File: src/rtl/ascii_num_parser_if.sv
// Byte-in / token-out stream bundle for the ASCII number parser.
// master drives characters and accepts results; slave is the parser.
interface ascii_num_parser_if #(
    parameter int WIDTH = 32
);
    logic             in_valid;
    logic             in_ready;
    logic [7:0]       in_data;
    logic             out_valid;
    logic             out_ready;
    logic [WIDTH-1:0] out_data;
    logic             out_overflow;
    logic             out_error;

    modport master (
        output in_valid, in_data, out_ready,
        input  in_ready, out_valid, out_data,
        input  out_overflow, out_error
    );

    modport slave (
        input  in_valid, in_data, out_ready,
        output in_ready, out_valid, out_data,
        output out_overflow, out_error
    );
endinterface

File: src/rtl/ascii_num_parser.sv
// Streaming ASCII decimal token parser with saturating accumulate.
// Define ASCII_PARSE_HEX_EN to also accept 0x/0X hexadecimal tokens.
module ascii_num_parser #(
    parameter int WIDTH = 32
) (
    input logic               clock,
    input logic               reset,
    ascii_num_parser_if.slave bus
);
    typedef enum logic [2:0] {
        S_IDLE,
        S_DEC,
        S_BAD,
        S_HOLD
`ifdef ASCII_PARSE_HEX_EN
        ,
        S_ZERO,
        S_HEX_PRE,
        S_HEX
`endif
    } state_t;

    state_t           state_q, state_d;
    logic [WIDTH-1:0] acc_q, acc_d;
    logic             ovf_q, ovf_d;
    logic [WIDTH-1:0] out_data_q, out_data_d;
    logic             out_ovf_q, out_ovf_d;
    logic             out_err_q, out_err_d;

    logic [7:0]       ch;
    logic [3:0]       dig;
    logic             is_dig;
    logic             is_delim;
    logic             in_ready;
    logic             take;
    logic             emit;
    logic             emit_err;
    logic [WIDTH+3:0] dec_w;
    logic             dec_ovf;
    state_t           first_st;

    assign ch       = bus.in_data;
    assign dig      = ch[3:0];
    assign is_dig   = (ch >= 8'h30) && (ch <= 8'h39);
    assign is_delim = (ch == 8'h20) || (ch == 8'h0A) ||
                      (ch == 8'h0D) || (ch == 8'h2C);
    assign in_ready = reset && (state_q != S_HOLD);
    assign take     = bus.in_valid && in_ready;

    // acc*10 + digit, four guard bits catch anything past 2^WIDTH-1
    assign dec_w   = ({4'b0, acc_q} << 3) + ({4'b0, acc_q} << 1) +
                     {{WIDTH{1'b0}}, dig};
    assign dec_ovf = |dec_w[WIDTH+3:WIDTH];

`ifdef ASCII_PARSE_HEX_EN
    logic       is_hex;
    logic       is_x;
    logic [3:0] nib;
    logic       hex_ovf;

    assign is_x    = (ch == 8'h78) || (ch == 8'h58);
    assign is_hex  = is_dig ||
                     ((ch >= 8'h61) && (ch <= 8'h66)) ||
                     ((ch >= 8'h41) && (ch <= 8'h46));
    assign nib     = is_dig ? ch[3:0] : ch[3:0] + 4'd9;
    assign hex_ovf = |acc_q[WIDTH-1:WIDTH-4];
    assign first_st = (ch == 8'h30) ? S_ZERO : S_DEC;
`else
    assign first_st = S_DEC;
`endif

    always_comb begin
        state_d    = state_q;
        acc_d      = acc_q;
        ovf_d      = ovf_q;
        out_data_d = out_data_q;
        out_ovf_d  = out_ovf_q;
        out_err_d  = out_err_q;
        emit       = 1'b0;
        emit_err   = 1'b0;
        unique case (state_q)
            S_IDLE: if (take) begin
                unique case (1'b1)
                    is_delim: ;
                    is_dig: begin
                        state_d = first_st;
                        acc_d   = {{(WIDTH-4){1'b0}}, dig};
                    end
                    default: state_d = S_BAD;
                endcase
            end
            S_DEC: if (take) begin
                unique case (1'b1)
                    is_dig: begin
                        acc_d = dec_ovf ? '1 : dec_w[WIDTH-1:0];
                        ovf_d = ovf_q | dec_ovf;
                    end
                    is_delim: emit = 1'b1;
                    default:  state_d = S_BAD;
                endcase
            end
            S_BAD: if (take && is_delim) begin
                emit     = 1'b1;
                emit_err = 1'b1;
            end
            S_HOLD: if (bus.out_ready) begin
                state_d    = S_IDLE;
                out_data_d = '0;
                out_ovf_d  = 1'b0;
                out_err_d  = 1'b0;
            end
`ifdef ASCII_PARSE_HEX_EN
            S_ZERO: if (take) begin
                unique case (1'b1)
                    is_x: state_d = S_HEX_PRE;
                    is_dig: begin
                        state_d = S_DEC;
                        acc_d   = {{(WIDTH-4){1'b0}}, dig};
                    end
                    is_delim: emit = 1'b1;
                    default:  state_d = S_BAD;
                endcase
            end
            S_HEX_PRE: if (take) begin
                unique case (1'b1)
                    is_hex: begin
                        state_d = S_HEX;
                        acc_d   = {{(WIDTH-4){1'b0}}, nib};
                    end
                    is_delim: begin
                        emit     = 1'b1;
                        emit_err = 1'b1;
                    end
                    default: state_d = S_BAD;
                endcase
            end
            S_HEX: if (take) begin
                unique case (1'b1)
                    is_hex: begin
                        acc_d = hex_ovf ? '1 : {acc_q[WIDTH-5:0], nib};
                        ovf_d = ovf_q | hex_ovf;
                    end
                    is_delim: emit = 1'b1;
                    default:  state_d = S_BAD;
                endcase
            end
`endif
            default: state_d = S_IDLE;
        endcase
        // an error token never reports overflow
        if (emit) begin
            state_d    = S_HOLD;
            out_data_d = emit_err ? '0 : acc_q;
            out_ovf_d  = !emit_err && ovf_q;
            out_err_d  = emit_err;
            acc_d      = '0;
            ovf_d      = 1'b0;
        end
    end

    always_ff @(posedge clock) begin
        if (!reset) begin
            state_q    <= S_IDLE;
            acc_q      <= '0;
            ovf_q      <= 1'b0;
            out_data_q <= '0;
            out_ovf_q  <= 1'b0;
            out_err_q  <= 1'b0;
        end else begin
            state_q    <= state_d;
            acc_q      <= acc_d;
            ovf_q      <= ovf_d;
            out_data_q <= out_data_d;
            out_ovf_q  <= out_ovf_d;
            out_err_q  <= out_err_d;
        end
    end

    assign bus.in_ready     = in_ready;
    assign bus.out_valid    = reset && (state_q == S_HOLD);
    assign bus.out_data     = out_data_q;
    assign bus.out_overflow = out_ovf_q;
    assign bus.out_error    = out_err_q;
endmodule

File: src/flat_wrapper.sv
// flat-port wrapper written by rule: the top's interface ports become plain ports
module ascii_num_parser_flat 
#(
    parameter int WIDTH = 32
)
  (clock, reset, bus_in_valid, bus_in_data, bus_out_ready, bus_in_ready, bus_out_valid, bus_out_data, bus_out_overflow, bus_out_error);
  ascii_num_parser_if #(.WIDTH(WIDTH)) bus_i ();
  input logic clock;
  input logic reset;
  input wire logic [$bits(bus_i.in_valid)-1:0] bus_in_valid;
  input wire logic [$bits(bus_i.in_data)-1:0] bus_in_data;
  input wire logic [$bits(bus_i.out_ready)-1:0] bus_out_ready;
  output wire logic [$bits(bus_i.in_ready)-1:0] bus_in_ready;
  output wire logic [$bits(bus_i.out_valid)-1:0] bus_out_valid;
  output wire logic [$bits(bus_i.out_data)-1:0] bus_out_data;
  output wire logic [$bits(bus_i.out_overflow)-1:0] bus_out_overflow;
  output wire logic [$bits(bus_i.out_error)-1:0] bus_out_error;
  assign bus_i.in_valid = bus_in_valid;
  assign bus_i.in_data = bus_in_data;
  assign bus_i.out_ready = bus_out_ready;
  assign bus_in_ready = bus_i.in_ready;
  assign bus_out_valid = bus_i.out_valid;
  assign bus_out_data = bus_i.out_data;
  assign bus_out_overflow = bus_i.out_overflow;
  assign bus_out_error = bus_i.out_error;
  ascii_num_parser #(.WIDTH(WIDTH)) u_core (.clock(clock), .reset(reset), .bus(bus_i));
endmodule
File: config.mk
export PLATFORM = sky130hd
export DESIGN_NAME = ascii_num_parser_flat
export DESIGN_NICKNAME = d
export VERILOG_FILES = /design/src/rtl/ascii_num_parser_if.sv /design/src/rtl/ascii_num_parser.sv /design/src/flat_wrapper.sv
export SDC_FILE = /design/constraint.sdc
export NUM_CORES = 1
export LEC_CHECK = 0
export ABC_AREA = 1
export CAP_MARGIN = 20
export CORE_ASPECT_RATIO = 1.2
export CORE_MARGIN = 2
export CORE_UTILIZATION = 60
export DETAILED_ROUTE_END_ITERATION = 10
export GPL_ROUTABILITY_DRIVEN = 0
export PLACE_DENSITY = 0.82
export RECOVER_POWER = 25
export SYNTH_ARGS = -nofsm -noshare
export SYNTH_HDL_FRONTEND = slang
export SYNTH_SLANG_ARGS = --single-unit
File: constraint.sdc
create_clock -name clock -period 3.11 [get_ports clock]
set_clock_uncertainty 0.15 [all_clocks]
set_input_delay 0.311 -clock clock [delete_from_list [all_inputs] [get_ports clock]]
set_output_delay 0.311 -clock clock [all_outputs]
set_load 0.1 [all_outputs]
; ---- Yosys cells after proc, flatten, opt, wreduce, memory -nomap -nowiden
; Cells that the tools add are included.
[classes]
addsub = 2
n_lt_le_gt_ge = 2
eq_ne = 21
mux = 26
bitwise = 3
reduce_logical = 22
[ops]
columns = operator, n
row1 = $mux W32, 9
row2 = $pmux W32 S2, 1
row3 = $add A35 B33 Y36, 1
row4 = $add A36 B4 Y36, 1
row5 = $eq A8 B4 Y1 const B, 2
row6 = $eq A8 B6 Y1 const B, 2
row7 = $mux W3, 4
row8 = $pmux W3 S4, 1
row9 = $reduce_and A6 Y1, 2
row10 = $ne A2 B1 Y1 const B, 5
row11 = $ne A3 B2 Y1 const B, 3
row12 = $ge A8 B6 Y1 const B, 1
row13 = $le A8 B6 Y1 const B, 1
row14 = $mux W1, 8
row15 = $eq A3 B2 Y1 const B, 2
row16 = $logic_and A1 B1 Y1, 6
row17 = $ne A2 B2 Y1 const B, 3
row18 = $ne A3 B1 Y1 const B, 2
row19 = $pmux W3 S2, 1
row20 = $reduce_bool A2 Y1, 3
row21 = $reduce_and A5 Y1, 1
row22 = $reduce_or A2 Y1, 2
row23 = $reduce_or A4 Y1, 1
row24 = $eq A3 B1 Y1 const B, 1
row25 = other kinds (10), 13
[totals]
register_bits = 70
in_bits = 12
output_inout_bits = 36
wordCells = 83

; ---- Depth between registers and ports, before layout
; Gate-level depths: netlist of the first run.
[logic_depth]
depth_word = 10
ltp_mapped = 21

; ---- Worst setup path before layout of the first run
; OpenSTA, ideal clock, no wires.
[synth_timing]
kind = flip-flop to flip-flop
start = reg u_core.state_q[0]
end = reg u_core.acc_q[16]
setup_time_ns = 0.122
arrival_ns = 2.580
t_required_ns = 2.838
path_slack_ns = 0.258
stages_incl_launch_ff = 11
n_path_buf = 1
cell_sequence = dfxtp_1 ha_1 nor2_2 nand2_1 inv_2 nand4_1 inv_2 nor2_4 inv_4 clkbuf_4 a21oi_1
[synth_between]
elab_chain_cells = 7
[synth_lines]
columns = element, line
row1 = start: declaration, ascii_num_parser.sv:23  ; state_t state_q, state_d;
row2 = start signal: assignment, ascii_num_parser.sv:170  ; state_q <= state_d;
row3 = $ne A3 B2 Y1 (*), ascii_num_parser.sv:47  ; assign in_ready = reset && (state_q != S_HOLD);
row4 = $logic_and A1 B1 Y1 (*), ascii_num_parser.sv:47
row5 = named net bus_in_ready, flat_wrapper.sv:13  ; output wire logic [$bits(bus_i.in_ready)-1:0] bus_in_ready;
row6 = $logic_and A1 B1 Y1 (*), ascii_num_parser.sv:48  ; assign take = bus.in_valid && in_ready;
row7 = $logic_and A1 B1 Y1, ascii_num_parser.sv:102  ; S_BAD: if (take && is_delim) begin
row8 = $mux W1, ascii_num_parser.sv:102
row9 = $pmux W1 S2, ascii_num_parser.sv:81  ; unique case (state_q)
row10 = $reduce_or A2 Y1 (no line), -
row11 = end signal: assignment, ascii_num_parser.sv:164  ; acc_q <= '0;
row12 = end signal: assignment, ascii_num_parser.sv:171  ; acc_q <= acc_d;
row13 = end: declaration, ascii_num_parser.sv:24  ; logic [WIDTH-1:0] acc_q, acc_d;
; Mark *: on every way through the listed nets, which the timed path passes. The rest lies on a longest branch.
; A chain may end at the register's enable or synchronous reset.

; ---- Worst setup path in the final report of the first run
[layout_timing]
start = reg u_core.acc_q[22]
end = reg u_core.acc_q[7]
[layout_between]
elab_chain_cells = 7
[layout_lines]
columns = element, line
row1 = $add A35 B33 Y36, ascii_num_parser.sv:51  ; assign dec_w = ({4'b0, acc_q} << 3) + ({4'b0, acc_q} << 1) +
row2 = $add A36 B4 Y36, ascii_num_parser.sv:51
row3 = $reduce_or A4 Y1, ascii_num_parser.sv:53  ; assign dec_ovf = |dec_w[WIDTH+3:WIDTH];
row4 = $mux W32, ascii_num_parser.sv:95  ; acc_d = dec_ovf ? '1 : dec_w[WIDTH-1:0];
row5 = $mux W32, ascii_num_parser.sv:93  ; unique case (1'b1)
row6 = $mux W32, ascii_num_parser.sv:92  ; S_DEC: if (take) begin
row7 = $pmux W32 S2, ascii_num_parser.sv:81
; No other way between the ends. The select of a mux whose other input is x is not followed.

==> run_summary.xml, run 1 <==
<?xml version="1.0" encoding="UTF-8"?>
<metrics>
  <group name="sta">
    <metric name="number_of_hold_violations_in_the_final_report" unit="">0</metric>
    <metric name="final.period_utilization" unit="">0.9315</metric>
    <metric name="fmax" unit="MHz">345.2</metric>
    <metric name="rsz0062_at_grt" unit="">no</metric>
    <metric name="timing_max_transition_violations_final" unit="">0</metric>
    <metric name="setup-violations-final" unit="">0</metric>
    <metric name="worst-slew-pin-transition" unit="ns">1.164</metric>
    <metric name="final_period_minus_worst_setup_slack" unit="ns">2.897</metric>
    <metric name="finalHoldWorstSlack" unit="ns">0.3088</metric>
    <metric name="worst_slew_slack_as_a_fraction_of_its_limit" unit="">0.2272</metric>
  </group>
  <group name="layout">
    <metric name="nFillCells" unit="">898</metric>
    <metric name="post_layout_nonfiller_instances" unit="">1104</metric>
    <metric name="drive_above_1_share" unit="">0.1091</metric>
    <metric name="layout.nets" unit="">1058</metric>
    <metric name="finish.instance_area" unit="sq um">6643</metric>
    <metric name="antenna-diode-count" unit="">0</metric>
    <metric name="layout-area-overhead-vs-synth" unit="%">15.59</metric>
  </group>
  <group name="setup_path">
    <metric name="r2r-end" unit="">u_core.acc_q[7]</metric>
    <metric name="critical-path-slowest-cell" unit="">dfxtp_1</metric>
    <metric name="chain_of_cells_forming_the_critical_path" unit="">ha_1, ha_1, nand2_1, inv_1, a21oi_1, nand2_1, a21oi_1, nand2_1, nand2_1, nand2_1, nor2_4, nand2_4, nand2_8, buf_12, a21oi_1</metric>
    <metric name="cp_common_cell" unit="">nand2_1</metric>
    <metric name="worst_ep_arrival_time" unit="ns">2.96</metric>
    <metric name="cpPeakStageDelay" unit="ns">0.40</metric>
    <metric name="critical_path.endpoint_type" unit="">flip-flop</metric>
    <metric name="worst-r2r-setup-slack" unit="ns">0.21</metric>
    <metric name="crit_path_end" unit="">u_core.acc_q[7]</metric>
    <metric name="critPathKind" unit="">flip-flop to flip-flop</metric>
    <metric name="number_of_cells_on_the_worst_reg_to_reg_path" unit="">15</metric>
    <metric name="r2r_start" unit="">u_core.acc_q[22]</metric>
    <metric name="timing.critical_path.fanout_max" unit="">12</metric>
    <metric name="start_kind" unit="">flip-flop</metric>
    <metric name="timing.critical_path.required" unit="ns">3.17</metric>
    <metric name="timing.critical_path.from" unit="">u_core.acc_q[22]</metric>
  </group>
  <group name="clocking">
    <metric name="clkSlewWorstSetupHoldPaths" unit="ns">0.06</metric>
    <metric name="ctsHtreeMaxLevel" unit="">3</metric>
    <metric name="cts_stage_hold_buffer_count" unit="">0</metric>
    <metric name="cts_tree" unit="">done</metric>
    <metric name="clockRootBuffer" unit="">clkbuf_16</metric>
    <metric name="cts_buffers" unit="">9</metric>
    <metric name="ctsResizeCount" unit="">0</metric>
    <metric name="clkSinkCount" unit="">69</metric>
    <metric name="clock_path_buffers" unit="">2</metric>
    <metric name="postCtsSetupRepairBufs" unit="">0</metric>
    <metric name="clkLatencyLatePin" unit="ns">0.34</metric>
  </group>
  <group name="floorplanning">
    <metric name="die_height" unit="microns">111.2</metric>
    <metric name="fp.dieArea" unit="sq um">10380</metric>
    <metric name="initial_utilization" unit="">0.6102</metric>
    <metric name="num_io_pins" unit="">48</metric>
    <metric name="coreArea" unit="sq um">9418</metric>
    <metric name="row_cnt" unit="">39</metric>
    <metric name="die-width" unit="microns">93.34</metric>
  </group>
  <group name="drt">
    <metric name="detailed_route_iter0_violations" unit="">346</metric>
    <metric name="drc_errors" unit="">0</metric>
    <metric name="firstDrtPassIters" unit="">5</metric>
    <metric name="wl_per_cell" unit="microns">13.14</metric>
    <metric name="detailroute.via_count" unit="">5842</metric>
    <metric name="antenna_violating_nets_post_route" unit="">0</metric>
    <metric name="finalWirelength" unit="mm">14.50</metric>
    <metric name="vias_per_cell" unit="">5.292</metric>
  </group>
  <group name="placed_design">
    <metric name="buffer_ports.inserted" unit="">47</metric>
    <metric name="post_dp_cell_area" unit="sq um">6451</metric>
    <metric name="dpl.cell_count" unit="">1088</metric>
    <metric name="hpwl" unit="mm">11.18</metric>
  </group>
  <group name="yosys">
    <metric name="synthesis.area" unit="sq um">5747</metric>
    <metric name="ys_dominant_reg_cell" unit="">dfxtp_1</metric>
    <metric name="synth_area_per_cell" unit="sq um">6.336</metric>
    <metric name="asyncSetResetFlopFracSynth" unit="">0</metric>
    <metric name="synth_seq_area_share" unit="">0.2404</metric>
    <metric name="synth.net_count" unit="">989</metric>
    <metric name="synth.yosys.warnings" unit="">0</metric>
    <metric name="synth_top_area_frac" unit="">0.2404</metric>
    <metric name="syn_inst" unit="">907</metric>
    <metric name="post_synth_num_cell_types" unit="">43</metric>
    <metric name="synth_top_area_cell" unit="">dfxtp_1</metric>
    <metric name="ys_ff_latch" unit="">69</metric>
    <metric name="synth_top_cells_by_count" unit="">293 x nand2_1, 119 x inv_1, 84 x a21oi_1, 74 x nand3_1, 69 x dfxtp_1</metric>
    <metric name="post_synth_edffs" unit="">0</metric>
    <metric name="ys_top_cells_by_area" unit="">dfxtp_1 24%, nand2_1 19%, ha_1 15%, inv_1 7.8%, a21oi_1 7.3%</metric>
    <metric name="yosys.cell_count.top_type" unit="">nand2_1</metric>
  </group>
  <group name="min_path">
    <metric name="hold_depth" unit="">2</metric>
    <metric name="hold_class" unit="">flip-flop to flip-flop</metric>
  </group>
  <group name="global_route">
    <metric name="grt_first_pass_wirelength" unit="mm">24.97</metric>
    <metric name="grt_start_max_net_pins" unit="">36</metric>
    <metric name="use_met3" unit="">0.05235</metric>
    <metric name="number_of_global_route_vias_before_repair" unit="">5607</metric>
    <metric name="groute.layer.met1.usage" unit="">0.3598</metric>
    <metric name="top_usage_layer" unit="">met2</metric>
    <metric name="globalRouteOverflowTotal" unit="">0</metric>
    <metric name="initial_antenna_violation_count" unit="">0</metric>
    <metric name="grt_util_all_layers" unit="">0.2958</metric>
    <metric name="gr-usage-met2" unit="">0.5055</metric>
  </group>
  <group name="power_and_ir_drop">
    <metric name="power.sequential.fraction" unit="">0.422</metric>
    <metric name="power.static_leakage" unit="uW">0.003333</metric>
    <metric name="ir_drop" unit="mV">0.4338</metric>
    <metric name="pwr_per_cell_area" unit="nW/um^2">323.0</metric>
    <metric name="power_switching_share" unit="">0.2832</metric>
    <metric name="combPwrFrac" unit="">0.134</metric>
    <metric name="switching_power" unit="uW">607.6</metric>
    <metric name="internal_power" unit="uW">1538</metric>
    <metric name="clkPwrFrac" unit="">0.444</metric>
  </group>
  <group name="job">
    <metric name="maxCapViolations" unit="">0</metric>
  </group>
  <group name="outcome">
    <metric name="outcome" unit="">finished clean</metric>
  </group>
</metrics>
==> cell type report <==
class,count,area (sq um),area share
clock buffer,10,239.0,0.03598
clock inverter,6,38.79,0.005839
inverter,127,479.2,0.07214
multi-input combinational,689,3776,0.5685
sequential,69,1381,0.2079
tap,123,153.9,0.02317
timing repair buffer,80,574.3,0.08646
==> power groups by stage <==
stage               combinational, uW  sequential [uW]  clock [uW]
finish                            288              904         953
global route                      322              907        1010
CTS                               289              905         963
detailed placement                286              924           0
global placement                  281              924           0
floorplan                         197              931           0
==> stage by stage <==
stage,setup TNS (ns),power [uW],setup slack [ns],utilization
after floorplan,0,1128,0.2579,-
after global placement,-6.459,1204,-0.2280,0.6850
after detailed placement,-9.034,1210,-0.3149,0.6850
after CTS,0,2156,0.03213,0.7145
after global routing,0,2235,0.0007798,0.7053
final,0,2145,0.2129,0.7053
==> critical path, delay by kind of cell, from the launching register on <==
kind / cells / cell delay (ns)
buffers and inverters: 2 / 0.20
AO/OA/AOI/OAI: 3 / 0.61
flip-flops: 1 / 0.40
adder cells (fa/ha/maj): 2 / 0.62
AND/OR/NAND/NOR: 8 / 0.78
==> cell families (layout without fill, tap and decap cells) <==
kind of cell	count (synthesis)	count (layout)	share of synthesized area
compound gates	151	151	0.1541
xor+xnor	3	3	0.004573
fa+ha+maj	70	70	0.1550
buf+inv	149	223	0.1034
flops	69	69	0.2404
simple gates	465	465	0.3425
==> layout by cell type, fill, tap and decap left out, types with 25 or more instances in the layout <==
cell and count:
a21oi_1 84, nor2_1 66, nand3_1 74, o21ai_0 25
buf_4 41, ha_1 68, inv_1 119, clkbuf_1 25
nand2_1 292, dfxtp_1 69
==> state kept, by name (all words and copies together) (netlist names) <==
| name | count |
|---|---|
| u_core.state_q | 2 |
| u_core.acc_q | 32 |
| u_core.ovf_q | 1 |
| u_core.bus.out_error | 1 |
| u_core.bus.out_overflow | 1 |
| u_core.bus.out_data | 32 |
==> layer usage <==
| layer | wire length (microns) | vias to the layer above |
|---|---|---|
| met1 | 6461 | 2644 |
| met5 | 0 | - |
| met4 | 397 | 0 |
| li1 | - | 3058 |
| met3 | 457 | 37 |
| met2 | 7187 | 103 |
==> worst min-delay path by stage <==
stage	to	startpoint
floorplan	u_core.state_q[1]	reset
global placement	u_core.bus.out_data[12]	u_core.bus.out_data[12]
detailed placement	u_core.bus.out_data[21]	u_core.bus.out_data[21]
CTS	u_core.bus.out_data[21]	u_core.bus.out_data[21]
global route	u_core.bus.out_data[1]	u_core.bus.out_data[1]
finish	u_core.bus.out_data[12]	u_core.bus.out_data[12]
No activity file was read; power rests on OpenSTA's default activity.
==> inputs of run 2 (changes only) <==
- GPL_TIMING_DRIVEN: unset -> 0
==> run_summary.xml, run 2 (synthesis results as in run 1) <==
<?xml version="1.0" encoding="UTF-8"?>
<metrics>
  <group name="sta">
    <metric name="setup-violations-final" unit="">0</metric>
    <metric name="tns" unit="ns">0</metric>
    <metric name="number_of_hold_violations_in_the_final_report" unit="">0</metric>
    <metric name="timing_max_transition_violations_final" unit="">0</metric>
    <metric name="final.period_utilization" unit="">0.9786</metric>
    <metric name="worst_slew_slack_as_a_fraction_of_its_limit" unit="">0.3446</metric>
    <metric name="fmax" unit="MHz">328.6</metric>
    <metric name="final_period_minus_worst_setup_slack" unit="ns">3.044</metric>
    <metric name="worst-slew-pin-transition" unit="ns">0.9800</metric>
  </group>
  <group name="global_route">
    <metric name="globalRouteOverflowTotal" unit="">0</metric>
    <metric name="number_of_global_route_vias_before_repair" unit="">5595</metric>
    <metric name="grt_first_pass_wirelength" unit="mm">25.07</metric>
    <metric name="initial_antenna_violation_count" unit="">0</metric>
    <metric name="grt_start_max_net_pins" unit="">12</metric>
    <metric name="grt_util_all_layers" unit="">0.3001</metric>
  </group>
  <group name="layout">
    <metric name="layout.cells.most_common" unit="">nand2_1</metric>
    <metric name="layout.nets" unit="">1060</metric>
    <metric name="mostFrequentLayoutCells" unit="">281 x nand2_1, 120 x inv_1, 80 x a21oi_1, 71 x nand3_1, 67 x dfxtp_1</metric>
    <metric name="area_of_combinational_cells_with_multiple_inputs" unit="sq um">3857</metric>
    <metric name="post-route-util" unit="">0.7304</metric>
    <metric name="nFillCells" unit="">847</metric>
    <metric name="antenna-diode-count" unit="">0</metric>
    <metric name="layout.area.seq" unit="sq um">1386</metric>
    <metric name="drive_above_1_share" unit="">0.1058</metric>
    <metric name="layout-area-overhead-vs-synth" unit="%">19.70</metric>
  </group>
  <group name="setup_path">
    <metric name="worst_ep_arrival_time" unit="ns">3.17</metric>
    <metric name="crit_path_end" unit="">u_core.acc_q[26]</metric>
    <metric name="timing.critical_path.required" unit="ns">3.24</metric>
    <metric name="chain_of_cells_forming_the_critical_path" unit="">fa_1, inv_1, fa_2, inv_1, nand2_2, nand2_4, nand3_2, nand2_2, nand2_2, nand2_2, nand2_2, nand2_1, nand2_1, nand2_2, nor2_4, nand2_4, nand2_8, buf_4, buf_12, a21oi_2</metric>
    <metric name="cpPeakStageDelay" unit="ns">0.54</metric>
    <metric name="critical-path-top-delay-family" unit="">simple AND/OR/NAND/NOR gates</metric>
    <metric name="timing.critical_path.fanout_max" unit="">6</metric>
    <metric name="cp_common_cell" unit="">nand2_2</metric>
    <metric name="path_buf_inv" unit="">4</metric>
    <metric name="worst_path_depth" unit="">20</metric>
    <metric name="critical-path-slowest-cell" unit="">fa_1</metric>
    <metric name="critical_path.endpoint_type" unit="">flip-flop</metric>
    <metric name="start_kind" unit="">flip-flop</metric>
    <metric name="r2r-end" unit="">u_core.acc_q[26]</metric>
    <metric name="critPathKind" unit="">flip-flop to flip-flop</metric>
    <metric name="timing.critical_path.from" unit="">u_core.acc_q[2]</metric>
    <metric name="worst-r2r-setup-slack" unit="ns">0.07</metric>
    <metric name="number_of_cells_on_the_worst_reg_to_reg_path" unit="">20</metric>
    <metric name="r2r_start" unit="">u_core.acc_q[2]</metric>
  </group>
  <group name="clocking">
    <metric name="clkLatencyLatePin" unit="ns">0.34</metric>
    <metric name="clkSlewWorstSetupHoldPaths" unit="ns">0.06</metric>
    <metric name="clockRootBuffer" unit="">clkbuf_16</metric>
    <metric name="cts_buffers" unit="">9</metric>
    <metric name="clock_path_buffers" unit="">2</metric>
    <metric name="ctsHtreeMaxLevel" unit="">3</metric>
    <metric name="cts_stage_hold_buffer_count" unit="">0</metric>
    <metric name="cts_tree" unit="">done</metric>
    <metric name="clkSinkCount" unit="">69</metric>
  </group>
  <group name="drt">
    <metric name="finalWirelength" unit="mm">15.20</metric>
    <metric name="firstDrtPassIters" unit="">5</metric>
    <metric name="drc_errors" unit="">0</metric>
    <metric name="detailroute.via_count" unit="">5998</metric>
    <metric name="wl_per_cell" unit="microns">13.74</metric>
    <metric name="vias_per_cell" unit="">5.423</metric>
    <metric name="antenna_violating_nets_post_route" unit="">0</metric>
    <metric name="detailed_route_iter0_violations" unit="">334</metric>
  </group>
  <group name="power_and_ir_drop">
    <metric name="pwr_per_cell_area" unit="nW/um^2">313.4</metric>
    <metric name="power.static_leakage" unit="uW">0.003421</metric>
    <metric name="ir_drop" unit="mV">0.3524</metric>
  </group>
  <group name="job">
    <metric name="maxCapViolations" unit="">0</metric>
  </group>
  <group name="floorplanning">
    <metric name="die_height" unit="microns">111.2</metric>
    <metric name="coreArea" unit="sq um">9418</metric>
    <metric name="initial_utilization" unit="">0.6102</metric>
    <metric name="num_io_pins" unit="">48</metric>
    <metric name="fp.dieArea" unit="sq um">10380</metric>
    <metric name="row_cnt" unit="">39</metric>
    <metric name="die-width" unit="microns">93.34</metric>
  </group>
  <group name="min_path">
    <metric name="hold_class" unit="">flip-flop to flip-flop</metric>
  </group>
  <group name="placed_design">
    <metric name="hpwl" unit="mm">11.40</metric>
    <metric name="buffer_ports.inserted" unit="">47</metric>
  </group>
  <group name="outcome">
    <metric name="outcome" unit="">finished clean</metric>
  </group>
</metrics>
-- run 2: changes by cell type in the layout (fill, tap and decap cells not counted), sizes merged, moves of 9 or more --
cell and delta:
buf -24, dlygate4sd3 +20, clkdlybuf4s50 +15, clkbuf -9
-- run 2: metal layers --
layer	global-route usage	wire, microns	share of wire	up-vias
met5	0	0	0	-
met2	0.5113	7543	0.50	175
li1	-	-	-	3075
met3	0.05710	743	0.049	36
met4	0.1265	435	0.029	0
met1	0.3645	6472	0.43	2712
-- run 2: power breakdown --
group          internal [uW]  switching [uW]
Clock                    578             380
Combinational           83.8             210
Sequential               894            9.82
Total                   1560             599
-- run 2: how the worst min path moves through the flow --
stage	startpoint	end	slack (ns)	cells past startpoint
after floorplan	reset	u_core.state_q[1]	0.28	2
after global placement	u_core.ovf_q	u_core.ovf_q	0.30	2
after detailed placement	u_core.bus.out_data[19]	u_core.bus.out_data[19]	0.30	2
after CTS	u_core.bus.out_data[8]	u_core.bus.out_data[8]	0.31	2
after global routing	u_core.bus.out_data[26]	u_core.bus.out_data[26]	0.32	2
final	u_core.bus.out_data[13]	u_core.bus.out_data[13]	0.30	2
-- run 2: area by class of cell --
class | count | share of cell area
clock inverter | 4 | 0.003274
timing repair buffer | 60 | 0.08640
sequential | 69 | 0.2015
clock buffer | 12 | 0.03729
multi-input combinational | 689 | 0.5607
buffer | 22 | 0.01873
tap | 123 | 0.02237
inverter | 127 | 0.06966
-- run 2: worst min-delay path: stages, from the launching register on --
cell and delay [ns]:
dfxtp_1 0.30, nand2_1 0.06, a21oi_1 0.05
-- run 2: timing repair --
action,4_1_cts,5_1_grt
pin swaps,2,6
setup buffers,8,4
resized for setup,12,20
cloned,1,0
endpoints found under the setup margin,33,33
-- run 2: metrics by stage --
stage | total power, uW | cells | area, sq um | hold WS [ns] | worst slack [ns]
2_1_floorplan | 1128 | 907 | 5747 | 0.2818 | 0.2579
3_3_place_gp | 1204 | 1077 | 6371 | 0.2991 | -0.5910
3_5_place_dp | 1209 | 1077 | 6371 | 0.3031 | -0.6353
4_1_cts | 2161 | 1102 | 6782 | 0.3115 | 0.001077
5_1_grt | 2234 | 1106 | 6879 | 0.3205 | -0.06987
6_report | 2156 | 1106 | 6879 | 0.3045 | 0.06642
